### src/rtl/imem_loader.sv
// Boot loader: assembles a framed little-endian byte stream into 32-bit words,
// writes them to instruction memory and holds the core in reset until a valid frame lands.
module imem_loader #(
    parameter int ADDR_W    = 14,
    parameter int MAX_WORDS = 2 ** ADDR_W
) (
    input  logic              clk,
    input  logic              reset,
    input  logic [7:0]        rx_data,
    input  logic              rx_valid,
    output logic              rx_ready,
    input  logic              reload,
    output logic              ena,
    output logic [3:0]        wea,
    output logic [ADDR_W-1:0] addra,
    output logic [31:0]       dina,
    output logic              cpu_reset,
    output logic              done,
    output logic              error
);

    typedef enum logic [2:0] {
        S_IDLE,
        S_LEN_LO,
        S_LEN_HI,
        S_DATA,
        S_WRITE,
        S_CSUM,
        S_DONE,
        S_ERR
    } state_t;

    state_t            state_q, state_d;
    logic [15:0]       len_q;
    logic [ADDR_W:0]   idx_q;
    logic [1:0]        byte_cnt_q;
    logic [7:0]        csum_q;
    logic [31:0]       word_q;

    logic              accept;
    logic [15:0]       len_n;
    logic [ADDR_W:0]   idx_inc;

    assign accept  = rx_valid && rx_ready;
    assign len_n   = {rx_data, len_q[7:0]};
    assign idx_inc = idx_q + (ADDR_W + 1)'(1);

    always_ff @(posedge clk or posedge reset) begin
        if (reset) state_q <= S_IDLE;
        else       state_q <= state_d;
    end

    always_comb begin
        state_d = state_q;
        case (state_q)
            S_IDLE:   state_d = S_LEN_LO;
            S_LEN_LO: if (accept) state_d = S_LEN_HI;
            S_LEN_HI: begin
                if (accept) begin
                    if (len_n == 16'd0 || 32'(len_n) > 32'(MAX_WORDS)) state_d = S_ERR;
                    else                                                state_d = S_DATA;
                end
            end
            S_DATA:   if (accept && byte_cnt_q == 2'd3) state_d = S_WRITE;
            // index is one bit wider than addra so N == MAX_WORDS terminates cleanly
            S_WRITE:  state_d = (32'(idx_inc) == 32'(len_q)) ? S_CSUM : S_DATA;
            S_CSUM:   if (accept) state_d = (rx_data == csum_q) ? S_DONE : S_ERR;
            S_DONE,
            S_ERR:    if (reload) state_d = S_IDLE;
            default:  state_d = S_IDLE;
        endcase
    end

    always_ff @(posedge clk or posedge reset) begin
        if (reset) begin
            len_q      <= '0;
            idx_q      <= '0;
            byte_cnt_q <= '0;
            csum_q     <= '0;
            word_q     <= '0;
        end else begin
            case (state_q)
                S_IDLE: begin
                    idx_q      <= '0;
                    byte_cnt_q <= '0;
                    csum_q     <= '0;
                    word_q     <= '0;
                end
                S_LEN_LO: if (accept) len_q[7:0]  <= rx_data;
                S_LEN_HI: if (accept) len_q[15:8] <= rx_data;
                S_DATA: begin
                    if (accept) begin
                        word_q     <= {rx_data, word_q[31:8]};
                        csum_q     <= csum_q ^ rx_data;
                        byte_cnt_q <= byte_cnt_q + 2'd1;
                    end
                end
                S_WRITE: idx_q <= idx_inc;
                default: ;
            endcase
        end
    end

    // All outputs decode from the state register only; nothing combinational from rx_*
    always_comb begin
        rx_ready  = (state_q == S_LEN_LO) || (state_q == S_LEN_HI) ||
                    (state_q == S_DATA)   || (state_q == S_CSUM);
        ena       = (state_q == S_WRITE);
        wea       = ena ? 4'hF : 4'h0;
        addra     = ena ? idx_q[ADDR_W-1:0] : '0;
        dina      = ena ? word_q : '0;
        cpu_reset = (state_q != S_DONE);
        done      = (state_q == S_DONE);
        error     = (state_q == S_ERR);
    end

endmodule

### config.mk
export PLATFORM = sky130hd
export DESIGN_NAME = imem_loader
export DESIGN_NICKNAME = d
export VERILOG_FILES = /design/src/rtl/imem_loader.sv
export SDC_FILE = /design/constraint.sdc
export NUM_CORES = 1
export LEC_CHECK = 0
export CORE_MARGIN = 5
export CORE_UTILIZATION = 25
export DETAILED_ROUTE_END_ITERATION = 8
export GPL_ROUTABILITY_DRIVEN = 0
export PLACE_DENSITY = 0.52
export SYNTH_ARGS = -nofsm -noshare
export SYNTH_HDL_FRONTEND = slang
export SYNTH_SLANG_ARGS = --single-unit
### constraint.sdc
create_clock -name clk -period 4.8 [get_ports clk]
set_clock_uncertainty 0.2 [all_clocks]
set_input_delay 0.96 -clock clk [delete_from_list [all_inputs] [get_ports clk]]
set_output_delay 0.96 -clock clk [all_outputs]
set_load 0.05 [all_outputs]
# Word level (Yosys, flattened, before mapping)
# Index checks and enable logic that the tools add are counted.
[word_totals]
word_cells = 62
rom_bits = 0
n_memories = 0
in_bits = 12
latchBits = 0
ramBits = 0
output_inout_bits = 55
reg_bits = 76
[op_classes]
bitwise = 1
div_mod_pow = 0
muxes = 19
n_mul = 0
magnitude_cmp = 1
reduce_logical = 15
n_shift = 0
add_sub_neg = 2
n_eq_ne = 17
[ops]
columns = ["operator", "n"]
rows = [
  ["32-bit two-way mux", 2],
  ["32-bit one-hot mux with 2 select lines", 1],
  ["15-bit one-hot mux with 2 select lines", 1],
  ["3-bit two-way mux", 7],
  ["3-bit one-hot mux with 7 select lines", 1],
  ["15-bit by 16-bit == test with 1-bit output", 1],
  ["16-bit by 15-bit > comparator with 1-bit output, second input constant", 1],
  ["16-bit zero test", 1],
  ["8-bit one-hot mux with 2 select lines", 1],
  ["15-bit by 1-bit adder with 15-bit output, second input constant", 1],
  ["14-bit two-way mux", 1],
  ["3-bit == test, second input constant", 4],
  ["2-bit != test, second input constant", 6],
  ["8-bit == test", 1],
  ["8-bit two-way mux", 1],
  ["8-bit XOR", 1],
  ["3-bit by 2-bit == test with 1-bit output, second input constant", 2],
  ["2-bit AND reduction", 3],
  ["5-bit AND reduction", 1],
  ["1-bit logical OR", 4],
  ["4-bit two-way mux", 1],
  ["2-bit one-hot mux with 2 select lines", 1],
  ["2-bit nonzero test", 2],
  ["3-bit by 1-bit == test with 1-bit output, second input constant", 1],
  ["8 further kinds", 9],
]

# Logic depth before layout (Yosys ltp)
# Gate-level depths: netlist (run 1).
[depth]
depth_word = 8
ltp_mapped = 9

# Worst setup path before layout (run 1)
# No wires, ideal clock.
[synth_path]
path_type = "reg-to-output"
start = "register state_q[0]"
end = "output wea[0]"
slack_ps = 1838
path_stages_with_launch = 7
path_buffers = 3
arrival_ps = 1802
path_cell_list = "dfrtp_1 > clkbuf_1 > nor2_1 > clkbuf_1 > nand2_1 > inv_1 > buf_4"
[synth_via]
elab_chain_len = 2
[synth_lines]
columns = ["element", "line", "source"]
rows = [
  ["from (decl)", "33", "state_t state_q, state_d;"],
  ["from (signal assigned)", "50", "else state_q <= state_d;"],
  ["3-bit == test", "108", "ena = (state_q == S_WRITE);"],
  ["named net ena", "13", "output logic ena,"],
  ["4-bit two-way mux", "109", "wea = ena ? 4'hF : 4'h0;"],
  ["to (decl)", "14", "output logic [3:0] wea,"],
]
# The timed path passes the listed nets, and every way through them passes these cells.

# Worst setup path in the final report (run 1)
[layout_path]
start = "register state_q[1]"
end = "output wea[3]"
[layout_via]
elab_chain_len = 2
[layout_lines]
columns = ["element", "line"]
rows = [
  ["3-bit == test", "108"],
  ["4-bit two-way mux", "109"],
]
# No other way between the ends.

==> out/metrics.cfg, run 1 <==
[synth]
ys_ff_latch = 76
synth_top_area_share_pct = 44.59
ys_seq_area_share_pct = 44.59
synth_cell_types = 51
synth.largest_area_cell = dfrtp_1
synth_nets = 493
ys.flop_type = dfrtp_1
syn_area_um2 = 4265
ys_top_cells_by_count = nand2_1, dfrtp_1, o21ai_0
syn_inst = 479
yosysMostFrequentCell = nand2_1
synth_enable_flop_cells = 0
async_reset_ff_share_pct = 100.0
yosysWarnings = 0
netlist_top_cells_area = dfrtp_1, nand2_1, and3_1
syn_area_per_cell_um2 = 8.905

[setup_path]
crit_required_ns = 3.64
critical-path-max-stage-delay_ns = 0.83
slowest_stage = clkdlybuf4s50_1
cp.arrival_ns = 2.78
path_cells = nor2_2 -> buf_4 -> nand2_1 -> inv_1 -> clkdlybuf4s50_1
startpoint_type = flop
cpLargestDelayFamily = buffers and inverters
path_max_fanout = 51
path_buf_inv = 3
path_class = flop to output port
worstSetupEndpointType = output port

[routing]
drt_iter0_markers = 340
vias = 3678
first_pass_iters = 6
drc = 0
totalWireLength_um = 11660
ant_nets = 0
wl_per_cell_um = 15.66
vias_per_cell = 4.937

[timing]
max_slew.worst_pin.slew_ns = 1.205
relSlewSlack_pct = 19.61
min_period_ns = 3.937
final-hold-violation-count = 0
slew_viol_final = 0
hold-worst-slack_ns = 0.2799
setup_ws_ns = 0.8634
setup_tns_ns = 0
rsz0062_at_grt = false
setup_viol = 0
fin_crit_sh_pct = 82.01
max_freq_mhz = 254.0

[cts]
cts_buffers = 9
cts-root-buf = clkbuf_16
clkLatencyLatePin_ns = 0.33
htree_levels = 3
cts_setup_buffers = 0
cts_resized = 0
cts_max_path_buffers = 2
path_clk_slew_ns = 0.06
cts.sinks = 76
holdBufCountCts = 0
cts_tree = built

[die]
die_h_um = 140.6
core_um2 = 16640
num_io_pins = 67
num_rows = 47
initial_utilization_pct = 25.63
dieArea_um2 = 19770
die_w_um = 140.6

[cells_and_area]
area_growth_pct = 25.58
finalNetCount = 535
drive_gt1_share_pct = 9.333
n_antenna_cell = 0
instances_no_fill = 745

[power_and_ir_drop]
peakVddDrop_uv = 213.2
total_leakage_power_nw = 2.332
power.total_mw = 2.787
p_per_area_nw_per_um2 = 520.4

[run]
cap_violations = 0

[place]
post-dp-hpwl_um = 8524
place_ws_ns = 0.9298
io_buffers = 66
placed_cells = 730

[global_routing]
grt-ovfl-total = 0
grt_pass1_vias = 3595
antenna_found_initial = 0
grt_max_degree = 61
grt_use_total_pct = 12.00
grt_pass1_wl_um = 19530

[run_status]
outcome = finished clean

[min_path]
hp-class = flop to flop

worst register-to-register path: stages, from the launching register on:
cell and delay [ns]:
dfrtp_1 0.53, and3_1 0.39, and2_1 0.51, nor2_2 1.06, buf_4 0.37, a22o_1 0.15
area by class of cell:
cell class,count,area [um^2]
well taps,220,275.3
flip-flops and latches,76,1902
clock inverters,6,65.06
multi-input cells,352,2146
repair buffers,72,705.7
clock buffers,9,225.2
fillers,1710,11290
inverters,10,37.54
through the flow:
| stage | instance area [um^2] | utilization [%] |
|---|---|---|
| floorplan | 4265 | - |
| global placement | 5066 | 30.44 |
| detailed placement | 5066 | 30.44 |
| CTS | 5356 | 32.19 |
| global route | 5356 | 32.19 |
| finish | 5356 | 32.19 |
power by group:
group	switching, mW	internal [mW]	total (mW)	leakage [nW]
clock network	0.273	0.401	0.674	0.142
registers	0.258	0.879	1.14	0.990
logic	0.594	0.383	0.977	1.20
total	1.12	1.66	2.79	2.33
cell usage in the layout (no fill, tap or decap), types with 3 or more instances in the layout:
cell	n
nor4_1	4
clkbuf_16	9
nor3b_1	3
o21ai_0	47
nor3_1	9
a22o_1	18
nand3_1	10
nand4_1	9
and3_1	46
a21oi_1	8
xor2_1	6
o211ai_1	3
xnor2_1	16
buf_4	6
nor2_1	30
nand2b_1	3
mux2i_1	5
dfrtp_1	76
or2_2	3
inv_1	9
nand2_1	78
nor2b_1	3
o31ai_1	5
clkdlybuf4s50_1	66
mux2_2	13
final timing paths:
check | from | to | slack, ns | cells past startpoint
hold reg to reg | word_q[5] | word_q[5] | 0.28 | 2
min in group asynchronous | reset | idx_q[1] | 0.91 | 2
hold / removal | word_q[5] | word_q[5] | 0.28 | 2
setup reg to reg | state_q[1] | word_q[21] | 1.53 | 5
max in group asynchronous | reset | word_q[25] | 2.66 | 3
setup / recovery | state_q[1] | wea[3] | 0.86 | 5
state kept, by name, indices dropped and copies added, names as in the netlist:
register,count
csum_q,8
word_q,32
state_q,3
len_q,16
byte_cnt_q,2
idx_q,15
cell families (layout without fill, tap and decap cells):
| logic type | after synthesis | after routing | synth area share, % |
|---|---|---|---|
| AOI/OAI and AO/OA | 97 | 97 | 14.61 |
| buffers and inverters | 51 | 97 | 5.221 |
| adders and majority gates | 2 | 2 | 0.5866 |
| muxes | 18 | 18 | 4.605 |
| xor gates and xnor gates | 23 | 23 | 5.163 |
| DFF | 76 | 76 | 44.59 |
| and+or+nand+nor | 212 | 212 | 25.23 |
per-layer routing:
layer,vias to the layer above,part of all wire [%],track usage (%)
met2,74,48,19.71
met5,-,0,0
met3,9,3.1,1.896
li1,1771,-,-
met4,0,1.1,3.213
met1,1824,48,16.49
Note: power is estimated with default switching activity, not from simulation.
==> run 2, diff against run 1 <==
clock period = 3.78 ns   (was 4.8 ns; I/O delays follow)
==> run 2 against run 1 <==
  * Combinational power increased by 32%
  * Worst setup slack got worse by 0.39 ns
  * Die area is the same
  * Sequential share of layout area is 0.56 points lower
  * Via count down 0.90%
  * Sequential power up 27%
  * Register-to-register slack got worse by 0.57 ns
  * Count of clock-buffer cells in the layout increased by 2
  * Routed wire length decreased by 0.24%
  * Critical path type unchanged
  * Largest cell class unchanged
  * Highest routed layer unchanged
==> out/metrics.cfg, run 2 (synthesis results as in run 1) <==
[routing]
vias = 3645  ; -0.90%
drc = 0  ; unchanged
vias_per_cell = 4.880  ; -1.2%
ant_nets = 0  ; unchanged
first_pass_iters = 4  ; -2
drt_iter0_markers = 288  ; -15%
totalWireLength_um = 11640  ; -0.24%
wl_per_cell_um = 15.58  ; -0.51%

[setup_path]
critical-path-max-stage-delay_ns = 0.81  ; -0.02 ns
cp.arrival_ns = 2.35  ; -0.43 ns
worstSetupEndpointType = output port
slowest_stage = clkdlybuf4s50_1
startpoint_type = flop
path_buf_inv = 2  ; -1
path_max_fanout = 32  ; -37%
path_cells = nor2_2 -> buf_4 -> and3_1 -> clkdlybuf4s50_1
crit_required_ns = 2.82  ; -0.82 ns
cpLargestDelayFamily = buffers and inverters
path_class = flop to output port

[timing]
rsz0062_at_grt = false
max_freq_mhz = 302.6
setup_tns_ns = 0  ; unchanged
final-hold-violation-count = 0  ; unchanged
relSlewSlack_pct = 56.58  ; +37 points
slew_viol_final = 0  ; unchanged
fin_crit_sh_pct = 87.42
hold-worst-slack_ns = 0.2763  ; -0.003551 ns
setup_ws_ns = 0.4757  ; -0.3877 ns
setup_viol = 0  ; unchanged
max_slew.worst_pin.slew_ns = 0.6506  ; -0.5539 ns
min_period_ns = 3.304

[die]
num_rows = 47  ; unchanged
core_um2 = 16640  ; unchanged
initial_utilization_pct = 25.63  ; unchanged
num_io_pins = 67  ; unchanged
dieArea_um2 = 19770  ; unchanged
die_w_um = 140.6  ; unchanged
die_h_um = 140.6  ; unchanged

[cts]
holdBufCountCts = 0  ; unchanged
clkLatencyLatePin_ns = 0.34  ; about the same
cts_buffers = 9  ; unchanged
path_clk_slew_ns = 0.06  ; about the same
cts_setup_buffers = 0  ; unchanged
cts-root-buf = clkbuf_16
cts.sinks = 76  ; unchanged
cts_max_path_buffers = 2  ; unchanged
htree_levels = 3  ; unchanged
cts_resized = 0  ; unchanged
cts_tree = built

[power_and_ir_drop]
seq_power_share_pct = 41.1  ; +0.3 points
power.internal_mw = 2.105  ; +27%
p_per_area_nw_per_um2 = 646.4  ; +24%
power.total_mw = 3.518  ; +26%
p_sw_share_pct = 40.17  ; -0.19 points
comb_power_share_pct = 36.5  ; +1.4 points
total_leakage_power_nw = 2.378  ; +2.0%
peakVddDrop_uv = 275.7  ; +29%
p_sw_mw = 1.413  ; +26%
clkPwrFrac_pct = 22.4  ; -1.8 points

[global_routing]
grt-ovfl-total = 0  ; unchanged
grt_use_total_pct = 11.84  ; -0.15 points
antenna_found_initial = 0  ; unchanged
grt_max_degree = 77  ; +26%
grt_pass1_vias = 3611  ; +0.45%
grt_pass1_wl_um = 19240  ; -1.5%

[cells_and_area]
finalNetCount = 537  ; +0.37%
final_common_cell = nand2_1
reg.largest.list = word_q (32), len_q (16), idx_q (15)
fin_util_pct = 32.70  ; +0.52 points
largest_reg_flops = 32  ; unchanged
final_cell_mix = nand2_1, dfrtp_1, clkdlybuf4s50_1, o21ai_0, and3_1
drive_gt1_share_pct = 11.01  ; +1.7 points
instances_no_fill = 747  ; +0.27%
n_antenna_cell = 0  ; unchanged
top_register = word_q
area_growth_pct = 27.60
fin_area_um2 = 5443  ; +1.6%

[place]
post-dp-hpwl_um = 8451  ; -0.85%
io_buffers = 66  ; unchanged
placed_cells = 732  ; +0.27%
place_area_um2 = 5174  ; +2.1%
place_ws_ns = 0.8381  ; -0.09175 ns

[run]
cap_violations = 0  ; unchanged

[min_path]
hp-class = flop to flop

[run_status]
outcome = finished clean

-- run 2: cell types whose count changed in the layout (fill, tap and decap cells not counted), sizes merged --
cell,delta
clkbuf,+2
clkdlybuf4s50,-8
buf,+10
bufinv,-1
inv,-1
-- run 2: worst register-to-register path, stage by stage (launching register included) --
cell and delay [ns]:
dfrtp_1 0.59, inv_1 0.34, and3_1 0.40, and2_1 0.25
nor2_2 0.53, buf_12 0.27, o21ai_0 0.13
-- run 2: final cells by class --
type	instances	area, um^2
clock inverter	4	26.28
fill	1676	11200
sequential	76	1902
timing repair buffer	74	813.3
inverter	10	37.54
tap	220	275.3
clock buffer	11	242.7
multi-input combinational	352	2146
-- run 2: layer usage --
metal	wire (um)	vias to the layer above	GRT usage (%)
met4	157	0	4.080
met3	433	9	2.201
li1	-	1783	-
met1	5530	1788	15.87
met2	5516	65	19.25
met5	0	-	0
-- run 2: worst paths after layout --
kind                        endpoint  cells past startpoint  slack [ns]       start
max                         dina[26]                      4        0.48  state_q[1]
min                        word_q[5]                      2        0.28   word_q[5]
max reg2reg                word_q[1]                      6        0.96  state_q[2]
min reg2reg                word_q[5]                      2        0.28   word_q[5]
max in group asynchronous  idx_q[14]                      3        2.42       reset
min in group asynchronous   idx_q[0]                      3        0.61       reset
-- run 2: power groups by stage --
stage,Clock (mW),Sequential (mW),Combinational [mW]
final,0.787,1.45,1.29
after global routing,0.837,1.49,1.45
after CTS,0.809,1.45,1.30
after detailed placement,0,1.46,1.30
after global placement,0,1.45,1.26
after floorplan,0,1.31,1.02
==> run 3, diff against run 2 <==
MAX_ROUTING_LAYER = met4   (was unset)
==> run 3 against run 2 <==
  * Die area did not move
  * Worst setup slack got worse by 0.0038 ns
  * Routed wire length rose by 0.27%
  * Final cell count stayed put
  * Combinational power is essentially flat
  * Critical path depth is the same
  * Count of clock-buffer cells in the layout did not move
  * Global-route usage is 0.39 points higher
  * Register-to-register slack about the same
==> out/metrics.cfg, run 3 (synthesis results as in run 1) <==
[setup_path]
critical-path-max-stage-delay_ns = 0.81  ; about the same
cp.arrival_ns = 2.35  ; about the same
path_buf_inv = 2  ; unchanged
startpoint_type = flop
worstSetupEndpointType = output port
crit_required_ns = 2.82  ; about the same
path_cells = nor2_2 -> buf_4 -> and3_1 -> clkdlybuf4s50_1
path_class = flop to output port
cpLargestDelayFamily = buffers and inverters
slowest_stage = clkdlybuf4s50_1
path_max_fanout = 32  ; unchanged

[cts]
cts_tree = built
htree_levels = 3  ; unchanged
cts_resized = 0  ; unchanged
cts_setup_buffers = 0  ; unchanged
clkLatencyLatePin_ns = 0.34  ; about the same
cts_max_path_buffers = 2  ; unchanged
holdBufCountCts = 0  ; unchanged
cts.sinks = 76  ; unchanged
cts_buffers = 9  ; unchanged
cts-root-buf = clkbuf_16
path_clk_slew_ns = 0.06  ; about the same

[die]
initial_utilization_pct = 25.63  ; unchanged
dieArea_um2 = 19770  ; unchanged
num_io_pins = 67  ; unchanged
num_rows = 47  ; unchanged
die_w_um = 140.6  ; unchanged
core_um2 = 16640  ; unchanged
die_h_um = 140.6  ; unchanged

[cells_and_area]
top_register = word_q
area_growth_pct = 27.60  ; unchanged
fin_area_um2 = 5443  ; unchanged
largest_reg_flops = 32  ; unchanged
reg.largest.list = word_q (32), len_q (16), idx_q (15)
instances_no_fill = 747  ; unchanged
final_cell_mix = nand2_1, dfrtp_1, clkdlybuf4s50_1, o21ai_0, and3_1
finalNetCount = 537  ; unchanged
drive_gt1_share_pct = 11.01  ; unchanged
fin_util_pct = 32.70  ; unchanged
final_common_cell = nand2_1
n_antenna_cell = 0  ; unchanged

[global_routing]
grt_use_total_pct = 12.24  ; +0.39 points
grt_max_degree = 77  ; unchanged
grt_pass1_wl_um = 19270  ; +0.18%
antenna_found_initial = 0  ; unchanged
grt_pass1_vias = 3603  ; -0.22%
grt-ovfl-total = 0  ; unchanged

[timing]
setup_ws_ns = 0.4719  ; -0.003812 ns
relSlewSlack_pct = 55.68  ; -0.90 points
setup_tns_ns = 0  ; unchanged
slew_viol_final = 0  ; unchanged
rsz0062_at_grt = false
max_slew.worst_pin.slew_ns = 0.6641  ; +0.01352 ns
max_freq_mhz = 302.3  ; -0.11%
final-hold-violation-count = 0  ; unchanged
hold-worst-slack_ns = 0.2761  ; -0.0001960 ns
setup_viol = 0  ; unchanged
fin_crit_sh_pct = 87.52  ; +0.10 points
min_period_ns = 3.308  ; +0.003812 ns

[routing]
drt_iter0_markers = 284  ; -1.4%
wl_per_cell_um = 15.62  ; +0.27%
vias_per_cell = 4.865  ; -0.30%
vias = 3634  ; -0.30%
ant_nets = 0  ; unchanged
drc = 0  ; unchanged
first_pass_iters = 4  ; unchanged
totalWireLength_um = 11670  ; +0.27%

[run_status]
outcome = finished clean

[place]
post-dp-hpwl_um = 8451  ; unchanged
place_area_um2 = 5174  ; unchanged
io_buffers = 66  ; unchanged
place_ws_ns = 0.8381  ; unchanged
placed_cells = 732  ; unchanged

[power_and_ir_drop]
total_leakage_power_nw = 2.378  ; unchanged
power.total_mw = 3.527  ; +0.27%
p_per_area_nw_per_um2 = 648.1  ; +0.27%
peakVddDrop_uv = 278.5  ; +1.0%

[run]
cap_violations = 0  ; unchanged

[min_path]
hp-class = flop to flop

-- run 3: report_power, final --
| group | switching [mW] | internal (mW) |
|---|---|---|
| combinational | 0.757 | 0.532 |
| sequential | 0.329 | 1.12 |
| clock | 0.336 | 0.457 |
-- run 3: final timing paths --
path / start / end / slack, ns / cells after the start
max reg2reg: state_q[2] / word_q[1] / 0.95 / 6
max in group asynchronous: reset / idx_q[14] / 2.42 / 3
min: word_q[5] / word_q[5] / 0.28 / 2
max: state_q[1] / dina[29] / 0.47 / 4
min reg2reg: word_q[5] / word_q[5] / 0.28 / 2
min in group asynchronous: reset / idx_q[0] / 0.61 / 3
-- run 3: layout make-up --
class | instances | area [um^2]
clock buffers | 11 | 242.7
clock inverters | 4 | 26.28
fillers | 1676 | 11200
inverters | 10 | 37.54
multi-input cells | 352 | 2146
flip-flops and latches | 76 | 1902
well taps | 220 | 275.3
repair buffers | 74 | 813.3
-- run 3: worst register-to-register path: cells and delay by family (launching register included) --
kind	cells	cell delay (ns)
and+or+nand+nor	3	1.19
DFF	1	0.58
AOI/OAI and AO/OA	1	0.13
buffers and inverters	2	0.61
-- run 3: routing by layer --
metal | routed length [um] | global-route usage [%]
met1 | 5622 | 16.23
met2 | 5509 | 19.13
met3 | 376 | 1.998
met4 | 158 | 4.080
met5 | 0 | -
